===== config.mk =====
export PLATFORM = sky130hd
export DESIGN_NAME = reg_writeback
export DESIGN_NICKNAME = d
export VERILOG_FILES = /design/src/rtl/reg_writeback_pkg.sv /design/src/rtl/reg_writeback_wb_fifo.sv /design/src/rtl/reg_writeback.sv
export SDC_FILE = /design/constraint.sdc
export NUM_CORES = 1
export LEC_CHECK = 0
export CELL_PAD_IN_SITES_DETAIL_PLACEMENT = 1
export CELL_PAD_IN_SITES_GLOBAL_PLACEMENT = 2
export CORE_ASPECT_RATIO = 1.25
export CORE_MARGIN = 2
export CORE_UTILIZATION = 29
export DETAILED_ROUTE_END_ITERATION = 6
export GPL_TIMING_DRIVEN = 0
export MAX_ROUTING_LAYER = met4
export PLACE_DENSITY_LB_ADDON = 0.1
export REMOVE_ABC_BUFFERS = 1
export SLEW_MARGIN = 20
export SYNTH_ARGS = -nofsm -noshare
export SYNTH_HDL_FRONTEND = slang
export SYNTH_SLANG_ARGS = --single-unit

===== constraint.sdc =====
create_clock -name clk -period 2.9 [get_ports clk]
set_input_delay 0.58 -clock clk [delete_from_list [all_inputs] [get_ports clk]]
set_output_delay 0.58 -clock clk [all_outputs]
set_load 0.02 [all_outputs]

===== src/rtl/reg_writeback_pkg.sv =====
// Shared widths, write-mode codes, load FIFO entry layout and load helpers.
package reg_writeback_pkg;

    localparam int unsigned WIDTH        = 32;
    localparam int unsigned REG_ADDR_LEN = 5;
    localparam int unsigned MODE_W       = 2;

    localparam logic [MODE_W-1:0] W_MODE_WORD = 2'd0;
    localparam logic [MODE_W-1:0] W_MODE_HALF = 2'd1;
    localparam logic [MODE_W-1:0] W_MODE_BYTE = 2'd2;

    // One queued load write: destination, lane-aligned data, write mode.
    typedef struct packed {
        logic [REG_ADDR_LEN-1:0] rd;
        logic [WIDTH-1:0]        data;
        logic [MODE_W-1:0]       mode;
    } wb_entry_t;

    // Word needs offset 0, halfword needs an even offset, code 3 is never legal.
    function automatic logic is_misaligned(input logic [MODE_W-1:0] mode,
                                           input logic [1:0]        addr_lo);
        logic bad;
        case (mode)
            W_MODE_WORD: bad = (addr_lo != 2'd0);
            W_MODE_HALF: bad = addr_lo[0];
            W_MODE_BYTE: bad = 1'b0;
            default:     bad = 1'b1;
        endcase
        return bad;
    endfunction

    // Shift the addressed lane down to bit 0; the register file zero-extends.
    function automatic logic [WIDTH-1:0] lane_extract(input logic [WIDTH-1:0]  data,
                                                      input logic [MODE_W-1:0] mode,
                                                      input logic [1:0]        addr_lo);
        logic [WIDTH-1:0] res;
        case (mode)
            W_MODE_BYTE: res = data >> {addr_lo, 3'b000};
            W_MODE_HALF: res = data >> {addr_lo[1], 4'b0000};
            default:     res = data;
        endcase
        return res;
    endfunction

endpackage


===== src/rtl/reg_writeback_wb_fifo.sv =====
// Small load-return FIFO with registered full flag, occupancy and per-entry
// valid/rd taps so the top level can answer hazard queries.
module wb_fifo
    import reg_writeback_pkg::*;
#(
    parameter int unsigned DEPTH = 2
) (
    input  logic                                clk,
    input  logic                                rst_n,
    input  logic                                i_push,
    input  wb_entry_t                           i_push_entry,
    input  logic                                i_pop,
    output wb_entry_t                           o_head,
    output logic                                o_full,
    output logic [$clog2(DEPTH):0]              o_count,
    output logic [DEPTH-1:0]                    o_valid,
    output logic [DEPTH-1:0][REG_ADDR_LEN-1:0]  o_rd
);

    localparam int unsigned PTR_W = $clog2(DEPTH);
    localparam int unsigned CNT_W = PTR_W + 1;

    wb_entry_t          r_mem [DEPTH];
    logic [PTR_W-1:0]   r_wr_ptr;
    logic [PTR_W-1:0]   r_rd_ptr;
    logic [CNT_W-1:0]   r_count;
    logic               r_full;
    logic [DEPTH-1:0]   r_valid;

    logic               w_push_ok;
    logic               w_pop_ok;
    logic [CNT_W-1:0]   w_count_next;
    logic [DEPTH-1:0]   w_valid_next;

    assign w_push_ok = i_push && !r_full;
    assign w_pop_ok  = i_pop && (r_count != '0);

    // Next occupancy and entry-valid map; push and pop never hit the same slot.
    always_comb begin
        w_count_next = r_count;
        w_valid_next = r_valid;
        if (w_push_ok && !w_pop_ok) begin
            w_count_next = r_count + CNT_W'(1);
        end else if (w_pop_ok && !w_push_ok) begin
            w_count_next = r_count - CNT_W'(1);
        end
        if (w_pop_ok) begin
            w_valid_next[r_rd_ptr] = 1'b0;
        end
        if (w_push_ok) begin
            w_valid_next[r_wr_ptr] = 1'b1;
        end
    end

    // Pointers, occupancy and full flag; pointers wrap naturally at DEPTH.
    always_ff @(posedge clk or negedge rst_n) begin
        if (!rst_n) begin
            r_wr_ptr <= '0;
            r_rd_ptr <= '0;
            r_count  <= '0;
            r_full   <= 1'b0;
            r_valid  <= '0;
        end else begin
            if (w_push_ok) begin
                r_wr_ptr <= r_wr_ptr + PTR_W'(1);
            end
            if (w_pop_ok) begin
                r_rd_ptr <= r_rd_ptr + PTR_W'(1);
            end
            r_count <= w_count_next;
            r_full  <= (w_count_next == CNT_W'(DEPTH));
            r_valid <= w_valid_next;
        end
    end

    // Entry storage; contents are qualified by r_valid so need no reset.
    always_ff @(posedge clk) begin
        if (w_push_ok) begin
            r_mem[r_wr_ptr] <= i_push_entry;
        end
    end

    assign o_head  = r_mem[r_rd_ptr];
    assign o_full  = r_full;
    assign o_count = r_count;
    assign o_valid = r_valid;

    for (genvar g = 0; g < DEPTH; g++) begin : g_rd_tap
        assign o_rd[g] = r_mem[g].rd;
    end

endmodule


===== src/rtl/reg_writeback.sv =====
// Register-file write initiator: merges ALU results and buffered load returns
// into one registered write port, with starvation stall and hazard query.
module reg_writeback
    import reg_writeback_pkg::*;
#(
    parameter int unsigned DEPTH      = 2,
    parameter int unsigned STARVE_LIM = 4
) (
    input  logic                     clk,
    input  logic                     rst_n,
    input  logic                     alu_valid,
    input  logic [REG_ADDR_LEN-1:0]  alu_rd,
    input  logic [WIDTH-1:0]         alu_data,
    output logic                     alu_stall,
    input  logic                     mem_valid,
    output logic                     mem_ready,
    input  logic [REG_ADDR_LEN-1:0]  mem_rd,
    input  logic [WIDTH-1:0]         mem_data,
    input  logic [MODE_W-1:0]        mem_mode,
    input  logic [1:0]               mem_addr_lo,
    output logic                     misalign,
    input  logic [REG_ADDR_LEN-1:0]  rs_a,
    input  logic [REG_ADDR_LEN-1:0]  rs_b,
    output logic                     hazard_a,
    output logic                     hazard_b,
    output logic [REG_ADDR_LEN-1:0]  rc,
    output logic [WIDTH-1:0]         dataC,
    output logic                     w_en,
    output logic [MODE_W-1:0]        w_mode
);

    localparam int unsigned CNT_W    = $clog2(DEPTH) + 1;
    localparam int unsigned STARVE_W = $clog2(STARVE_LIM + 1);

    wb_entry_t                          w_push_entry;
    wb_entry_t                          w_head;
    logic                               w_full;
    logic [CNT_W-1:0]                   w_count;
    logic [DEPTH-1:0]                   w_fifo_valid;
    logic [DEPTH-1:0][REG_ADDR_LEN-1:0] w_fifo_rd;
    logic                               w_empty;
    logic                               w_mis;
    logic                               w_accept;
    logic                               w_push;
    logic                               w_pop;
    logic                               w_match_a;
    logic                               w_match_b;

    logic                               r_w_en;
    logic [REG_ADDR_LEN-1:0]            r_rc;
    logic [WIDTH-1:0]                   r_dataC;
    logic [MODE_W-1:0]                  r_w_mode;
    logic                               r_misalign;
    logic                               r_alu_stall;
    logic [STARVE_W-1:0]                r_starve;

    assign w_empty  = (w_count == '0);
    assign w_mis    = is_misaligned(mem_mode, mem_addr_lo);
    assign w_accept = mem_valid && !w_full;
    assign w_push   = w_accept && !w_mis && (mem_rd != '0);
    assign w_pop    = !alu_valid && !w_empty;

    assign w_push_entry.rd   = mem_rd;
    assign w_push_entry.data = lane_extract(mem_data, mem_mode, mem_addr_lo);
    assign w_push_entry.mode = mem_mode;

    wb_fifo #(
        .DEPTH (DEPTH)
    ) u_fifo (
        .clk          (clk),
        .rst_n        (rst_n),
        .i_push       (w_push),
        .i_push_entry (w_push_entry),
        .i_pop        (w_pop),
        .o_head       (w_head),
        .o_full       (w_full),
        .o_count      (w_count),
        .o_valid      (w_fifo_valid),
        .o_rd         (w_fifo_rd)
    );

    // Write port: ALU result wins, otherwise drain the FIFO head.
    always_ff @(posedge clk or negedge rst_n) begin
        if (!rst_n) begin
            r_w_en   <= 1'b0;
            r_rc     <= '0;
            r_dataC  <= '0;
            r_w_mode <= '0;
        end else if (alu_valid) begin
            r_w_en   <= (alu_rd != '0);
            r_rc     <= alu_rd;
            r_dataC  <= alu_data;
            r_w_mode <= W_MODE_WORD;
        end else if (w_pop) begin
            r_w_en   <= 1'b1;
            r_rc     <= w_head.rd;
            r_dataC  <= w_head.data;
            r_w_mode <= w_head.mode;
        end else begin
            r_w_en   <= 1'b0;
        end
    end

    // One-cycle pulse when an accepted load is dropped for misalignment.
    always_ff @(posedge clk or negedge rst_n) begin
        if (!rst_n) begin
            r_misalign <= 1'b0;
        end else begin
            r_misalign <= w_accept && w_mis;
        end
    end

    // Starvation counter: a head left waiting STARVE_LIM cycles forces an ALU bubble.
    always_ff @(posedge clk or negedge rst_n) begin
        if (!rst_n) begin
            r_starve    <= '0;
            r_alu_stall <= 1'b0;
        end else if (w_empty || w_pop) begin
            r_starve    <= '0;
            r_alu_stall <= 1'b0;
        end else if (r_starve == STARVE_W'(STARVE_LIM - 1)) begin
            r_starve    <= '0;
            r_alu_stall <= 1'b1;
        end else begin
            r_starve    <= r_starve + STARVE_W'(1);
            r_alu_stall <= 1'b0;
        end
    end

    // Pending-write match against queued loads and the write stage.
    always_comb begin
        w_match_a = r_w_en && (r_rc == rs_a);
        w_match_b = r_w_en && (r_rc == rs_b);
        for (int i = 0; i < DEPTH; i++) begin
            if (w_fifo_valid[i] && (w_fifo_rd[i] == rs_a)) begin
                w_match_a = 1'b1;
            end
            if (w_fifo_valid[i] && (w_fifo_rd[i] == rs_b)) begin
                w_match_b = 1'b1;
            end
        end
    end

    assign hazard_a  = (rs_a != '0) && w_match_a;
    assign hazard_b  = (rs_b != '0) && w_match_b;
    assign mem_ready = !w_full;
    assign misalign  = r_misalign;
    assign alu_stall = r_alu_stall;
    assign w_en      = r_w_en;
    assign rc        = r_rc;
    assign dataC     = r_dataC;
    assign w_mode    = r_w_mode;

endmodule


======== Yosys cells after proc, flatten, opt, wreduce, memory -nomap -nowiden ========
Memories as Yosys holds them, arrays and structs flattened.
Index checks and enable logic that the tools add are counted.
word-level totals
  output and inout port bits .............. 45
  word-level logic and storage cells ...... 100
  bits in writable memories ............... 78
  bits in registers ....................... 52
  input port bits ......................... 92
  memories kept ........................... 1
memories
  name          words  width  rd ports  clocked after memory_dff  write ports  line                         RTL
  u_fifo.r_mem  2      39     3         0                         1            reg_writeback_wb_fifo.sv:23  wb_entry_t r_mem [DEPTH];
cells by class
  mux-type cells .......................... 28
  $lt $le $gt $ge ......................... 4
  reduce and logical (&&, ||, !) cells .... 35
  shift operators ......................... 2
  equal/unequal tests ..................... 10
  add/subtract/negate cells ............... 5
  bitwise logic cells ..................... 3
operator list
  kind                                                                           number
  32-bit two-way mux                                                             2
  32-bit case mux with 2 select lines                                            1
  32-bit by 5-bit >> shifter with 32-bit output                                  2
  5-bit == test                                                                  6
  5-bit nonzero test                                                             4
  1-bit logical AND                                                              19
  1-bit two-way mux                                                              12
  2-bit two-way mux                                                              6
  5-bit two-way mux                                                              2
  1-bit logical NOT                                                              6
  3-bit two-way mux                                                              2
  2-bit nonzero test                                                             3
  2-bit == test (second input constant)                                          2
  2-bit logical NOT                                                              2
  1-bit by 2-bit less-than comparator with 1-bit output (second input constant)  2
  3-bit by 1-bit adder with 3-bit output (second input constant)                 1
  3-bit by 2-bit == test with 1-bit output (second input constant)               1
  1-bit case mux with 3 select lines                                             1
  1-bit adder (second input constant)                                            2
  2-bit by 1-bit adder with 2-bit output (second input constant)                 1
  2-bit AND                                                                      1
  1-bit demux with 1-bit select                                                  2
  2-bit by 1-bit == test with 1-bit output (second input constant)               1
  1-bit greater-or-equal comparator (second input constant)                      2
  other kinds (4)                                                                4

======== Depth between registers and ports, before layout ========
  depth in word-level cells ............... 11
  depth in mapped cells ................... 9
  gate-level depth less buffers ........... 7

======== Hierarchy ========
From an unflattened synthesis, not the netlist that was laid out.
unflattened totals
  cell total of the unflattened synthesis .. 532
  area, all modules ....................... 6511.2 sq um
by module, submodules not included
  module         cells an instance  seq. area each (sq um)  times used  area each (sq um)
  reg_writeback  367                1126.1                  1           3268.1
  wb_fifo        165                2517.4                  1           3243.1

======== Worst setup path after synthesis ========
OpenSTA, ideal clock, no wires.
  path kind ............................... input -> register
  from .................................... in mem_mode[0]
  to ...................................... mem u_fifo.r_mem[1][0] (netlist bit) (enable)
  path buffers ............................ 1
  library setup time ...................... 0.437 ns
  path slack .............................. -0.678 ns
  cell stages on the path ................. 7
  required time ........................... 2.463 ns
  arrival ................................. 3.141 ns
  cell sequence ........................... inv_1 ha_1 a211oi_2 nor2_1 or2_1 buf_6 nor2_1
between the ends
  word-level cells in the longest chain between the ends .. 8
  elaborated cells on any way between the ends .. 10
  classes of those cells .................. 2 x eq/ne; 3 x mux; 5 x reduce/logical
ends and longest elaborated chain
  element                                      line                         RTL
  start: declaration                           reg_writeback.sv:19          input logic [MODE_W-1:0] mem_mode,
  2-bit == test (tied with other cells)        reg_writeback_pkg.sv:23      case (mode)
  1-bit case mux with 3 select lines (*)       reg_writeback_pkg.sv:23
  1-bit logical NOT (*)                        reg_writeback.sv:60          assign w_push = w_accept && !w_mis && (mem_rd != '0);
  1-bit logical AND (*) (2 in a row)           reg_writeback.sv:60
  1-bit logical AND (*)                        reg_writeback_wb_fifo.sv:35  assign w_push_ok = i_push && !r_full;
  1-bit two-way mux (*)                        reg_writeback_wb_fifo.sv:78  if (w_push_ok) begin
  1-bit two-way mux (not written as such) (*)  reg_writeback_wb_fifo.sv:79  r_mem[r_wr_ptr] <= i_push_entry;
  end: declaration                             reg_writeback_wb_fifo.sv:23
Mark *: on every way between the ends. The rest lies on a longest branch, timed or not.

======== Worst setup path after layout ========
  from .................................... in rs_a[0]
  to ...................................... out hazard_a
between the ends
  word-level cells in the longest chain between the ends .. 5
  elaborated cells on any way between the ends .. 10
  classes of those cells .................. 3 x eq/ne; 2 x mux; 5 x reduce/logical
ends and longest elaborated chain
  element                                      line                                        RTL
  start: declaration                           reg_writeback.sv:22                         input logic [REG_ADDR_LEN-1:0] rs_a,
  5-bit == test, on equally long branches      reg_writeback.sv:132, reg_writeback.sv:135
  1-bit logical AND, on equally long branches  reg_writeback.sv:132, reg_writeback.sv:135
  1-bit two-way mux (2 in a row)               reg_writeback.sv:135                        if (w_fifo_valid[i] && (w_fifo_rd[i] == rs_a)) begin
  1-bit logical AND (*)                        reg_writeback.sv:144                        assign hazard_a = (rs_a != '0) && w_match_a;
  end: declaration                             reg_writeback.sv:24                         output logic hazard_a,
Marks and branches as above.

==> out/metrics.csv <==
metric,value,unit
die area,0.0225,mm2
min cycle time layout,2830,ps
CP required,2320,ps
Final TNS setup,0,ps
Routed Wire Length,18.0,mm
Multi-input gate area,0.00240,mm2
Post-Syn Area,0.00619,mm2
clock-pin slew on the worst setup and hold paths,60,ps
CTS tree,yes,
Initial DRT Pass Iterations,4,
Fillers,2270,
final hold vios,0,
Site Rows,59,
status,finished clean,
port bufs,136,
Sequential Area,0.00365,mm2
initial core utilization,29.6,%
"most common cell after layout, fill and taps aside",clkdlybuf4s50_1,
clock tree buffer depth,2,
largest area contributor in the netlist,edfxtp_1,
placed inst area,0.00790,mm2
DRT antenna net count,0,
GRT Overall Usage,17.1,%
final setup fails,0,
synthesis warning total,0,
fraction of layout cells with a size suffix above 1,7.98,%
CP endpoint kind,output port,
synthesis-to-layout area growth,38.3,%
TritonCTS Buffers,17,
drt drc,0,
fin area,0.00856,mm2
max_cap viols,0,
cell count after synthesis,570,
hold_buf cts,0,
Initial DRC Count,159,
Slew Limit Fails,0,
Die X,135,um
area share of the largest cell type after synthesis,37.8,%
Slew @ Worst Pin,850,ps
RSZ-0062 raised after global routing,false,
CP Data Arrival Time,2250,ps
synthesized flop and latch total,130,
fin nets,798,
Pleak,0.00333,uW
Root Buffer,clkbuf_16,
GPL Wtd Cong,0.786,
Fmax,354,MHz
crit start category,primary input,
clk_lat worst skew,410,ps
worst setup path category,in -> out,
period utilisation layout,97.4,%
initial antenna violation count,1,
largest net degree at the start of global routing,81,
Rel. slew slack,43.2,%
# IOs,137,
maximum vdd drop,0.580,mV
Min-Delay Path Class,in -> async,
Synth area leaders,"edfxtp_1, dfrtp_1, mux2i_1",
Via-to-Cell Ratio,4.83,
"commonest non-fill, non-tap cells in the layout","clkdlybuf4s50_1, edfxtp_1, a21oi_1",
die height,167,um
Pwr Density,849,mW/mm2
DP HPWL,12.7,mm
wire per inst,18.2,um
sequential share of the synthesized area,58.9,%
clk sink count,130,
H-tree depth,4,
worst-path maximum fanout,4,
first-pass GRT wire length,28.8,mm
total gr overflow,0,
Setup Skew,7.57,ps
vias after detailed routing,4773,
core area,0.0209,mm2
average footprint of a synthesized cell,10.9,um2
Unique masters post-synth,41,
vias in the first global route,5236,
## cells by family after synthesis
family / after synthesis / synth area share [%]
AO/OA/AOI/OAI: 160 / 14.2
XOR/XNOR: 34 / 4.93
adder cells (fa/ha/maj): 5 / 1.01
buffers and inverters: 47 / 3.21
flip-flops: 130 / 58.9
multiplexers: 41 / 6.65
AND/OR/NAND/NOR: 153 / 11.1
## state kept, by name, summed over array words and instances, names as in the netlist
register,cells
w_en,1
w_mode,2
u_fifo.r_wr_ptr,1
rc,5
r_starve,3
u_fifo.r_rd_ptr,1
u_fifo.o_valid,2
u_fifo.o_count,2
u_fifo.o_full,1
dataC,32
misalign,1
u_fifo.r_mem,78
alu_stall,1
## final cells by class
| class | count | share of cell area (%) |
|---|---|---|
| sequential | 130 | 42.6 |
| clock buffer | 17 | 4.97 |
| inverter | 15 | 0.658 |
| clock inverter | 15 | 1.86 |
| antenna | 1 | 0.0292 |
| tap | 274 | 4.01 |
| multi-input combinational | 393 | 28.1 |
| timing repair buffer | 144 | 17.8 |
## metrics by stage
| step | total power, uW | cells | utilization, % | worst slack [ps] | hold slack [ps] |
|---|---|---|---|---|---|
| 2_1_floorplan | 4060 | 538 | - | -664 | 284 |
| 3_3_place_gp | 5100 | 948 | 37.1 | -2680 | 417 |
| 3_5_place_dp | 5220 | 954 | 37.8 | -1140 | 426 |
| 4_1_cts | 7420 | 988 | 40.9 | 11.8 | 61.7 |
| 5_1_grt | 7750 | 989 | 41.0 | 3.38 | 64.3 |
| 6_report | 7270 | 989 | 41.0 | 74.0 | 66.0 |
## final timing paths
kind	from	endpoint	slack, ps	depth (start not counted)
max	rs_a[0]	hazard_a	70	7
min	rst_n	w_mode[1]	70	1
max reg2reg	u_fifo.o_count[0]	u_fifo.o_full	740	7
min reg2reg	r_starve[0]	r_starve[0]	440	1
max in group asynchronous	rst_n	r_starve[0]	2330	2
min in group clk	r_starve[0]	r_starve[0]	440	1
## synthesized netlist by cell type, drive strengths merged
| master | count |
|---|---|
| nor4 | 6 |
| o31ai | 1 |
| nand2 | 56 |
| nor3 | 3 |
| or4 | 4 |
| and3 | 3 |
| edfxtp | 78 |
| a211oi | 1 |
| xnor2 | 8 |
| mux2i | 40 |
| a22o | 1 |
| nand2b | 2 |
| o21ai | 58 |
| or3 | 1 |
| clkbuf | 20 |
| a21oi | 65 |
| nor4b | 1 |
| a22oi | 8 |
| a21o | 1 |
| nand3 | 3 |
| and2 | 10 |
| inv | 14 |
| and2b | 1 |
| nor2 | 53 |
| dfrtp | 52 |
| a21boi | 7 |
| xor2 | 26 |
| clkinv | 1 |
| o22ai | 15 |
| buf | 12 |
| a31oi | 2 |
| nor2b | 9 |
| ha | 5 |
| o211a | 1 |
| or2 | 1 |
| mux2 | 1 |
## layer usage
layer / routed length (um) / global-route usage (%)
met1: 7490 / 19.7
met2: 9570 / 29.8
met3: 741 / 3.78
met4: 231 / 4.85
met5: 0 / -
## worst max-delay path, cell delays in order
cell and delay [ps]:
clkdlybuf4s50_1 610, xor2_1 240, nor4_2 70, and3_1 170, a31oi_1 210, a21oi_1 100, clkdlybuf4s15_2 260
## power by group
| group | leakage (uW) | total (uW) | internal (uW) | switching [uW] |
|---|---|---|---|---|
| clock | 0.000280 | 2120 | 1270 | 846 |
| sequential | 0.00135 | 2700 | 2410 | 285 |
| combinational | 0.00169 | 2460 | 1120 | 1340 |
## repair_timing
item,4_1_cts,5_1_grt
setup buffers,2,0
setup endpoints to repair,92,2
resized for setup,16,3
pin swaps,2,1
gates cloned,0,0
(Power assumes the default switching activity.)
